--- src/rtl/vit_input_arbiter.sv ---
// Purpose: frame-level round-robin arbiter sharing the Viterbi decode path among NREQ requesters (stall watchdog: ARB_WATCHDOG_EN).
// Latency: grant registered one cycle after a valid is seen in IDLE; granted words forwarded combinationally (zero latency).
// Backpressure: busy_i drops the granted ready in the same cycle; the grant is held, never revoked by busy alone.
module vit_input_arbiter #(
  parameter  int NREQ      = 4,
  parameter  int MAX_WORDS = 256,
  parameter  int TIMEOUT   = 1024,
  localparam int IDW       = $clog2(NREQ)
) (
  input  logic                 clk,
  input  logic                 rst_n,
  input  logic [NREQ-1:0]      req_valid_i,
  input  logic [16*NREQ-1:0]   req_data_i,
  input  logic [NREQ-1:0]      req_last_i,
  output logic [NREQ-1:0]      req_ready_o,
  output logic                 dvalid_o,
  output logic [15:0]          data_o,
  input  logic                 busy_i,
  output logic [IDW-1:0]       grant_id_o,
  output logic                 grant_active_o,
  output logic                 frame_start_o,
  output logic                 frame_err_o
);

  // Word counter only needs to reach MAX_WORDS-1: the MAX_WORDS-th accept ends the frame.
  localparam int CNTW = $clog2(MAX_WORDS);

  // Reject configurations the arbitration and counters are not sized for.
  if (NREQ < 2 || NREQ > 8 || MAX_WORDS < 2 || TIMEOUT < 1) begin : g_bad_cfg
    $error("vit_input_arbiter: unsupported NREQ/MAX_WORDS/TIMEOUT");
  end

  typedef enum logic {
    IDLE  = 1'b0,
    GRANT = 1'b1
  } state_t;

  state_t          state, state_nxt;
  logic [IDW-1:0]  ptr, ptr_nxt;
  logic [IDW-1:0]  gid_nxt;
  logic [IDW-1:0]  gid_inc;
  logic [IDW-1:0]  sel_id;
  logic            sel_found;
  logic [CNTW-1:0] cnt, cnt_nxt;
  logic            g_valid;
  logic            g_last;
  logic            acc;
  logic            ovf;
  logic            stall_abort;

  assign g_valid = req_valid_i[grant_id_o];
  assign g_last  = req_last_i[grant_id_o];
  assign acc     = (state == GRANT) && g_valid && !busy_i;
  // Length overflow only counts when the word is not itself the last one: last wins.
  assign ovf     = acc && !g_last && (cnt == CNTW'(MAX_WORDS - 1));
  // Pointer after the current grant, wrapping at NREQ (which need not be a power of two).
  assign gid_inc = (grant_id_o == IDW'(NREQ - 1)) ? '0 : grant_id_o + 1'b1;

`ifdef ARB_WATCHDOG_EN
  localparam int TOW = $clog2(TIMEOUT + 1);
  logic [TOW-1:0] stall_cnt;

  // Abort on the TIMEOUT-th consecutive cycle with the granted valid low; busy stalls do not count.
  assign stall_abort = (state == GRANT) && !g_valid && (stall_cnt == TOW'(TIMEOUT - 1));

  // Stall counter: cleared outside GRANT and on every accept, counts empty-valid GRANT cycles.
  always_ff @(posedge clk or negedge rst_n) begin
    if (!rst_n) begin
      stall_cnt <= '0;
    end else if (state == IDLE || acc || stall_abort) begin
      stall_cnt <= '0;
    end else if (!g_valid) begin
      stall_cnt <= stall_cnt + 1'b1;
    end
  end
`else
  // Without the watchdog a granted requester may hold the decoder indefinitely.
  assign stall_abort = 1'b0;
`endif

  // Round-robin pick: first requester with valid set at or after the pointer, wrapping upward.
  always_comb begin
    int k;
    sel_found = 1'b0;
    sel_id    = '0;
    k         = 0;
    for (int i = 0; i < NREQ; i++) begin
      k = int'(ptr) + i;
      if (k >= NREQ) begin
        k = k - NREQ;
      end
      if (!sel_found && req_valid_i[k]) begin
        sel_found = 1'b1;
        sel_id    = IDW'(k);
      end
    end
  end

  // State, grant, pointer and word-count registers.
  always_ff @(posedge clk or negedge rst_n) begin
    if (!rst_n) begin
      state      <= IDLE;
      grant_id_o <= '0;
      ptr        <= '0;
      cnt        <= '0;
    end else begin
      state      <= state_nxt;
      grant_id_o <= gid_nxt;
      ptr        <= ptr_nxt;
      cnt        <= cnt_nxt;
    end
  end

  // Next-state: grant on any valid in IDLE; leave GRANT on last, overflow or stall abort.
  always_comb begin
    state_nxt = state;
    gid_nxt   = grant_id_o;
    ptr_nxt   = ptr;
    cnt_nxt   = cnt;
    case (state)
      IDLE: begin
        if (sel_found) begin
          state_nxt = GRANT;
          gid_nxt   = sel_id;
          cnt_nxt   = '0;
        end
      end
      GRANT: begin
        if (acc) begin
          cnt_nxt = cnt + 1'b1;
          if (g_last || ovf) begin
            state_nxt = IDLE;
            ptr_nxt   = gid_inc;
          end
        end else if (stall_abort) begin
          state_nxt = IDLE;
          ptr_nxt   = gid_inc;
        end
      end
      default: begin
        state_nxt = IDLE;
      end
    endcase
  end

  // Forwarding path: only the granted requester sees ready, and only while the decoder has room.
  always_comb begin
    req_ready_o = '0;
    data_o      = '0;
    if (state == GRANT) begin
      data_o = req_data_i[16*grant_id_o +: 16];
      if (!busy_i) begin
        req_ready_o[grant_id_o] = 1'b1;
      end
    end
  end

  assign dvalid_o       = acc;
  assign grant_active_o = (state == GRANT);
  assign frame_start_o  = acc && (cnt == '0);
  assign frame_err_o    = ovf || stall_abort;

endmodule

--- config.mk ---
export PLATFORM = sky130hd
export DESIGN_NAME = vit_input_arbiter
export DESIGN_NICKNAME = d
export VERILOG_FILES = /design/src/rtl/vit_input_arbiter.sv
export SDC_FILE = /design/constraint.sdc
export NUM_CORES = 1
export LEC_CHECK = 0
export BUFFER_PORTS_ARGS = -buffer_cell sky130_fd_sc_hd__buf_2
export CAP_MARGIN = 30
export CELL_PAD_IN_SITES_DETAIL_PLACEMENT = 1
export CELL_PAD_IN_SITES_GLOBAL_PLACEMENT = 2
export CORE_MARGIN = 3
export CORE_UTILIZATION = 24
export CTS_BUF_LIST = sky130_fd_sc_hd__clkbuf_4 sky130_fd_sc_hd__clkbuf_8
export DETAILED_ROUTE_END_ITERATION = 8
export PLACE_DENSITY = 0.83
export RECOVER_POWER = 25
export REMOVE_ABC_BUFFERS = 1
export SETUP_SLACK_MARGIN = 0.02
export SYNTH_ARGS = -nofsm -noshare
export SYNTH_HDL_FRONTEND = slang
export SYNTH_SLANG_ARGS = --single-unit
export TNS_END_PERCENT = 100
--- constraint.sdc ---
create_clock -name clk -period 2.62 [get_ports clk]
set_input_delay 0.262 -clock clk [delete_from_list [all_inputs] [get_ports clk]]
set_output_delay 0.262 -clock clk [all_outputs]
set_load 0.02 [all_outputs]
Word-level counts from Yosys, hierarchy flattened
Index checks and enable logic that the tools add are counted.
{"block": "totals", "reg_bits": 13}
{"block": "op_classes", "add_sub_neg": 9, "n_lt_le_gt_ge": 10, "n_mux": 41, "shifts": 1, "n_bitwise": 1, "n_reduce_logical": 19, "eq_ne": 4}
{"operator": "32-bit by 4-bit less-than comparator with 1-bit output (second input constant)", "count": 4}
{"operator": "32-bit two-way mux", "count": 4}
{"operator": "64-bit by 7-bit variable part select with 16-bit output", "count": 1}
{"operator": "1-bit two-way mux", "count": 18}
{"operator": "16-bit two-way mux", "count": 1}
{"operator": "8-bit two-way mux", "count": 2}
{"operator": "8-bit case mux with 2 select lines", "count": 1}
{"operator": "1-bit binary-select mux with 2-bit select", "count": 6}
{"operator": "3-bit by 3-bit subtractor with 4-bit output (second input constant)", "count": 3}
{"operator": "2-bit two-way mux", "count": 5}
{"operator": "3-bit greater-or-equal comparator (second input constant)", "count": 3}
{"operator": "1-bit logical AND", "count": 9}
{"operator": "8-bit by 1-bit adder with 8-bit output (second input constant)", "count": 1}
{"operator": "8-bit equality test (second input constant)", "count": 1}
{"operator": "8-bit zero test", "count": 1}
{"operator": "4-bit two-way mux", "count": 2}
{"operator": "2-bit by 2-bit adder with 3-bit output (second input constant)", "count": 2}
{"operator": "1-bit zero test", "count": 5}
{"operator": "2-bit AND reduction", "count": 2}
{"operator": "2-bit by 3-bit subtractor with 4-bit output (second input constant)", "count": 1}
{"operator": "2-bit by 1-bit adder with 3-bit output (second input constant)", "count": 1}
{"operator": "2-bit by 3-bit greater-or-equal comparator with 1-bit output (second input constant)", "count": 1}
{"operator": "2-bit by 3-bit less-than comparator with 1-bit output (second input constant)", "count": 1}
{"operator": "3-bit AND reduction", "count": 1}
{"operator": "9 further kinds", "count": 9}

Logic depth before layout (Yosys ltp)
{"block": "logic_depth", "ltp_word": 17, "ltp_mapped": 5, "ltp_nobuf": 4}

Least setup slack after synthesis
Ideal clock, no wire load.
{"block": "synth_path", "path_kind": "register -> output", "startpoint": "register grant_id_o[0]", "endpoint": "output port frame_err_o", "arrival_ns": 1.770, "path_stages_with_launch": 4, "n_path_buf": 1, "setup_slack_ns": 0.588, "path_cell_list": "dfrtp_1 -> buf_6 -> mux4_2 -> nor3_1"}
{"block": "synth_via", "elab_chain_len": 6, "word_cells_on_any_way": 9, "classes_between": "mux: 4; reduce/logical: 5"}
{"item": "start, declared", "line_no": "19", "rtl": "output logic [IDW-1:0] grant_id_o,"}
{"item": "start signal, assigned", "line_no": "108", "rtl": "grant_id_o <= gid_nxt;"}
{"item": "1-bit binary-select mux with 2-bit select", "line_no": "51", "rtl": "assign g_valid = req_valid_i[grant_id_o];"}
{"item": "1-bit two-way mux (not written as such)", "line_no": "51"}
{"item": "1-bit logical AND (2 in series)", "line_no": "53", "rtl": "assign acc = (state == GRANT) && g_valid && !busy_i;"}
{"item": "1-bit logical AND * (2 in series)", "line_no": "55", "rtl": "assign ovf = acc && !g_last && (cnt == CNTW'(MAX_WORDS - 1));"}
{"item": "end, declared", "line_no": "22", "rtl": "output logic frame_err_o"}
Mark *: on every way between the ends. The rest lies on a longest branch, timed or not. The select of a mux whose other input is x is not followed.

Worst setup path in the final report
{"block": "layout_path", "startpoint": "register grant_id_o[0]", "endpoint": "output port frame_start_o"}
{"block": "layout_via", "elab_chain_len": 5}
{"item": "1-bit binary-select mux with 2-bit select", "line_no": "51"}
{"item": "1-bit two-way mux (not written as such)", "line_no": "51"}
{"item": "1-bit logical AND (2 in series)", "line_no": "53"}
{"item": "1-bit logical AND", "line_no": "160", "rtl": "assign frame_start_o = acc && (cnt == '0);"}
{"item": "end, declared", "line_no": "21", "rtl": "output logic frame_start_o,"}
Every way passes these cells. The select of a mux whose other input is x is not followed.

==> parameters.txt <==
Parameter                              Value

Synthesis
  Biggest area consumer among synthesized cells    sky130_fd_sc_hd__mux4_2
  Most common cell in the netlist    sky130_fd_sc_hd__and2_1
  Area fraction of the dominant cell type after synthesis    30.0%
  Synth Area in Adders    5.55%
  Main combinational cell family by area after synthesis    multiplexers
  Synth warnings    0
  Number of enable-type register cells in the synthesized netlist    0
  Post-synthesis share of cell area spent on and, or, nand and nor gates    23.4%
  Number of flip-flops and latches in the synthesized netlist    13
  Synth cell count leaders    21 x sky130_fd_sc_hd__and2_1, 18 x sky130_fd_sc_hd__mux4_2, 13 x sky130_fd_sc_hd__dfrtp_1
  Seq/Total Area, Yosys    24.1%
  XOR/XNOR share of the synthesized area    1.30%
  Synth async-reset ratio    100%
  Cell area after synthesis    1350 sq um
  Unique cell type count in the Yosys netlist    35
  Gate count of the mapped netlist    127
  Leading post-synthesis cells by cell area    sky130_fd_sc_hd__mux4_2 30%, sky130_fd_sc_hd__dfrtp_1 24%, sky130_fd_sc_hd__and2_1 9.7%
  Average cell area after synthesis    10.6 sq um
  Compound-gate portion of the synthesized area    8.79%
  Post-synthesis mux area share    31.8%
  Main flop type after synthesis    sky130_fd_sc_hd__dfrtp_1

STA
  Transition time of the tightest slew-check pin    0.758 ns
  Final count of negative-setup-slack endpoints    0
  Final-report max-slew violation count    0
  Headroom to the max-slew limit    49.4%
  Fin Setup TNS    0 ns
  Slack of the critical path    0.373 ns
  Final hold viol count    0
  Unrepaired setup endpoints after global routing    no
  Clock skew after layout    0.00276 ns
  Post-layout minimum cycle time    2.25 ns
  Share of the clock period used by the worst path after layout    85.8%
  Maximum operating frequency    445 MHz

Die
  Initial cell density of the core    25.7%
  Width of the die    81.1 um
  Die area    6570 sq um
  Number of ports placed on the die boundary    101
  # rows    26
  Die height    81.1 um
  Core Area    5270 sq um

Pwr
  Sequential Power Share    20.8%
  Power per cell area    916 nW/um^2
  Largest voltage drop on the vdd net    395 uV
  Cell-internal power    0.964 mW
  Leak Pwr    0.967 nW
  Logic gate share of total power    69.0%
  Share of power burned in the clock network    10.1%
  Sw Share    46.9%
  NetSw    0.851 mW

CTS
  Worst skew pair latency    0.25 ns
  Total CTS buffers    3
  Clk pin slew, worst setup/hold paths    0.06 ns
  Max clock buf depth    2
  CTS tree    yes
  CTS Sinks    13
  Master cell of the clock root buffer    sky130_fd_sc_hd__clkbuf_8
  Post-CTS sizing    0
  Count of H-tree levels built during CTS    1

Setup path
  Arrival time at the worst endpoint    1.99 ns
  Capturing point of the worst reg2reg path    cnt[7]
  Kind of critical path    reg -> out
  R2R depth    4
  Reg-to-reg setup timing slack    0.72 ns
  Crit. End Element    output port
  Crit Path Max Fanout    8
  First element of the critical path    grant_id_o[0]
  Data required time of the worst path    2.36 ns
  Capturing instance or port of the critical path    frame_start_o
  Origin of the critical flop-to-flop path    grant_id_o[1]
  Critical path launch point type    flip-flop

GRT
  Wire length of the first global-routing pass    7.31 mm
  Number of antenna violations at the first check in global routing    0
  Largest net degree at the start of global routing    22
  GR Util All Layers    14.2%
  Grt total ovfl    0
  Via count of the first global-routing pass    1621

Route
  Detailed-routed wire length on met3    430 um
  Vias post-DR    1476
  Remaining DRCs    0
  Total wire length after detailed routing    4.66 mm
  Vias per cell    4.94
  M1 WL    1.67 mm
  DR iter-0 viols    16
  Sum of met2 wire segment lengths after detailed routing    2.53 mm
  First-pass iteration count of the detailed router    5
  Count of nets left with antenna violations after detail routing    0
  Wire length per cell    15.6 um
  Top layer used by detailed routing    met4

Cells and area
  Net count, final    311
  Final Instance Count excl. Fillers    299
  Syn-to-layout area delta    46.6%
  Number of antenna cells inserted    0
  Fraction of layout cells with a size suffix above 1    56.3%

Place
  RD Place Congestion    0.727
  Post-Place Setup Slack    0.611 ns
  Post-placement cell count    294
  Number of buffers inserted by port buffering    100
  DPL Wire Length    3.97 mm

Min path
  Origin of the worst min-delay path    req_valid_i[3]
  Path category of the worst min-delay check    in -> reg

Run
  Max Cap Violations    0

Outcome
  Run status    finished, final reports clean
[metrics by stage]
step	cell area (sq um)	util, %	hold WS [ns]	power, mW
floorplan	1310	-	-0.0336	1.22
global route	1980	37.6	0.428	1.98
detailed placement	1930	36.6	0.172	1.65
CTS	1980	37.7	0.386	1.85
finish	1980	37.6	0.384	1.82
global placement	1930	36.6	0.177	1.64
[flip-flops by register name, indices dropped and copies added, names as in the netlist]
register and count:
cnt 8, ptr 2, grant_id_o 2, grant_active_o 1
[worst max-delay path, cell delays in order, from the launching register on]
cell and delay [ns]:
sky130_fd_sc_hd__dfrtp_1 0.56, sky130_fd_sc_hd__mux4_2 0.65, sky130_fd_sc_hd__nand2_4 0.15, sky130_fd_sc_hd__inv_1 0.08, sky130_fd_sc_hd__and3_1 0.14, sky130_fd_sc_hd__buf_2 0.15
[cell type report]
cell class                      count  area (sq um)
Multi-Input combinational cell    100           958
Timing Repair Buffer              105           539
Inverter                            7          26.3
Tap cell                           70          87.6
Fill cell                         656          3290
Clock inverter                      1          5.00
Clock buffer                        3          41.3
Sequential cell                    13           325
[cell families (layout without fill, tap and decap cells)]
logic type | Yosys count | count (layout)
compound gates | 18 | 18
mux | 20 | 20
fa+ha+maj | 6 | 6
flops | 13 | 13
simple gates | 54 | 54
buf+inv | 14 | 116
xor+xnor | 2 | 2
[worst min path at each step]
stage                                 to  slack, ns  cells after the start
after floorplan                   cnt[0]      -0.03                      0
after global placement            cnt[5]       0.18                      1
after detailed placement          cnt[5]       0.17                      1
after CTS                  grant_id_o[1]       0.39                      3
after global routing      grant_active_o       0.43                      3
final                      grant_id_o[1]       0.38                      3
[layout by cell type (no fill, tap or decap), drive strengths merged, types with 2 or more instances in the layout]
cell,instances
o31ai,3
nand2,5
ha,6
o21ai,5
buf,103
clkbuf,4
and3,2
inv,7
or4,2
nand4,4
nor3,2
and2,21
a21oi,5
nor2,6
dfrtp,13
nand3,5
mux4,18
xor2,2
[routing by layer]
layer	track usage [%]	up-vias
li1	-	687
met1	15.7	715
met2	26.0	67
met3	5.43	7
met4	2.53	0
met5	0	-
[power groups by stage]
| stage | clock (mW) | combinational [mW] | sequential [mW] |
|---|---|---|---|
| floorplan | 0 | 0.792 | 0.430 |
| global placement | 0 | 1.25 | 0.382 |
| detailed placement | 0 | 1.27 | 0.385 |
| CTS | 0.189 | 1.28 | 0.381 |
| global route | 0.200 | 1.38 | 0.399 |
| finish | 0.184 | 1.25 | 0.378 |
[repair_timing]
action | in CTS | in global routing
endpoints found under the hold margin | 13 | 0
buffers inserted | 0 | 0
endpoints found under the setup margin | 0 | 0
hold buffers | 1 | 0
Power figures use the tool's default switching activity.
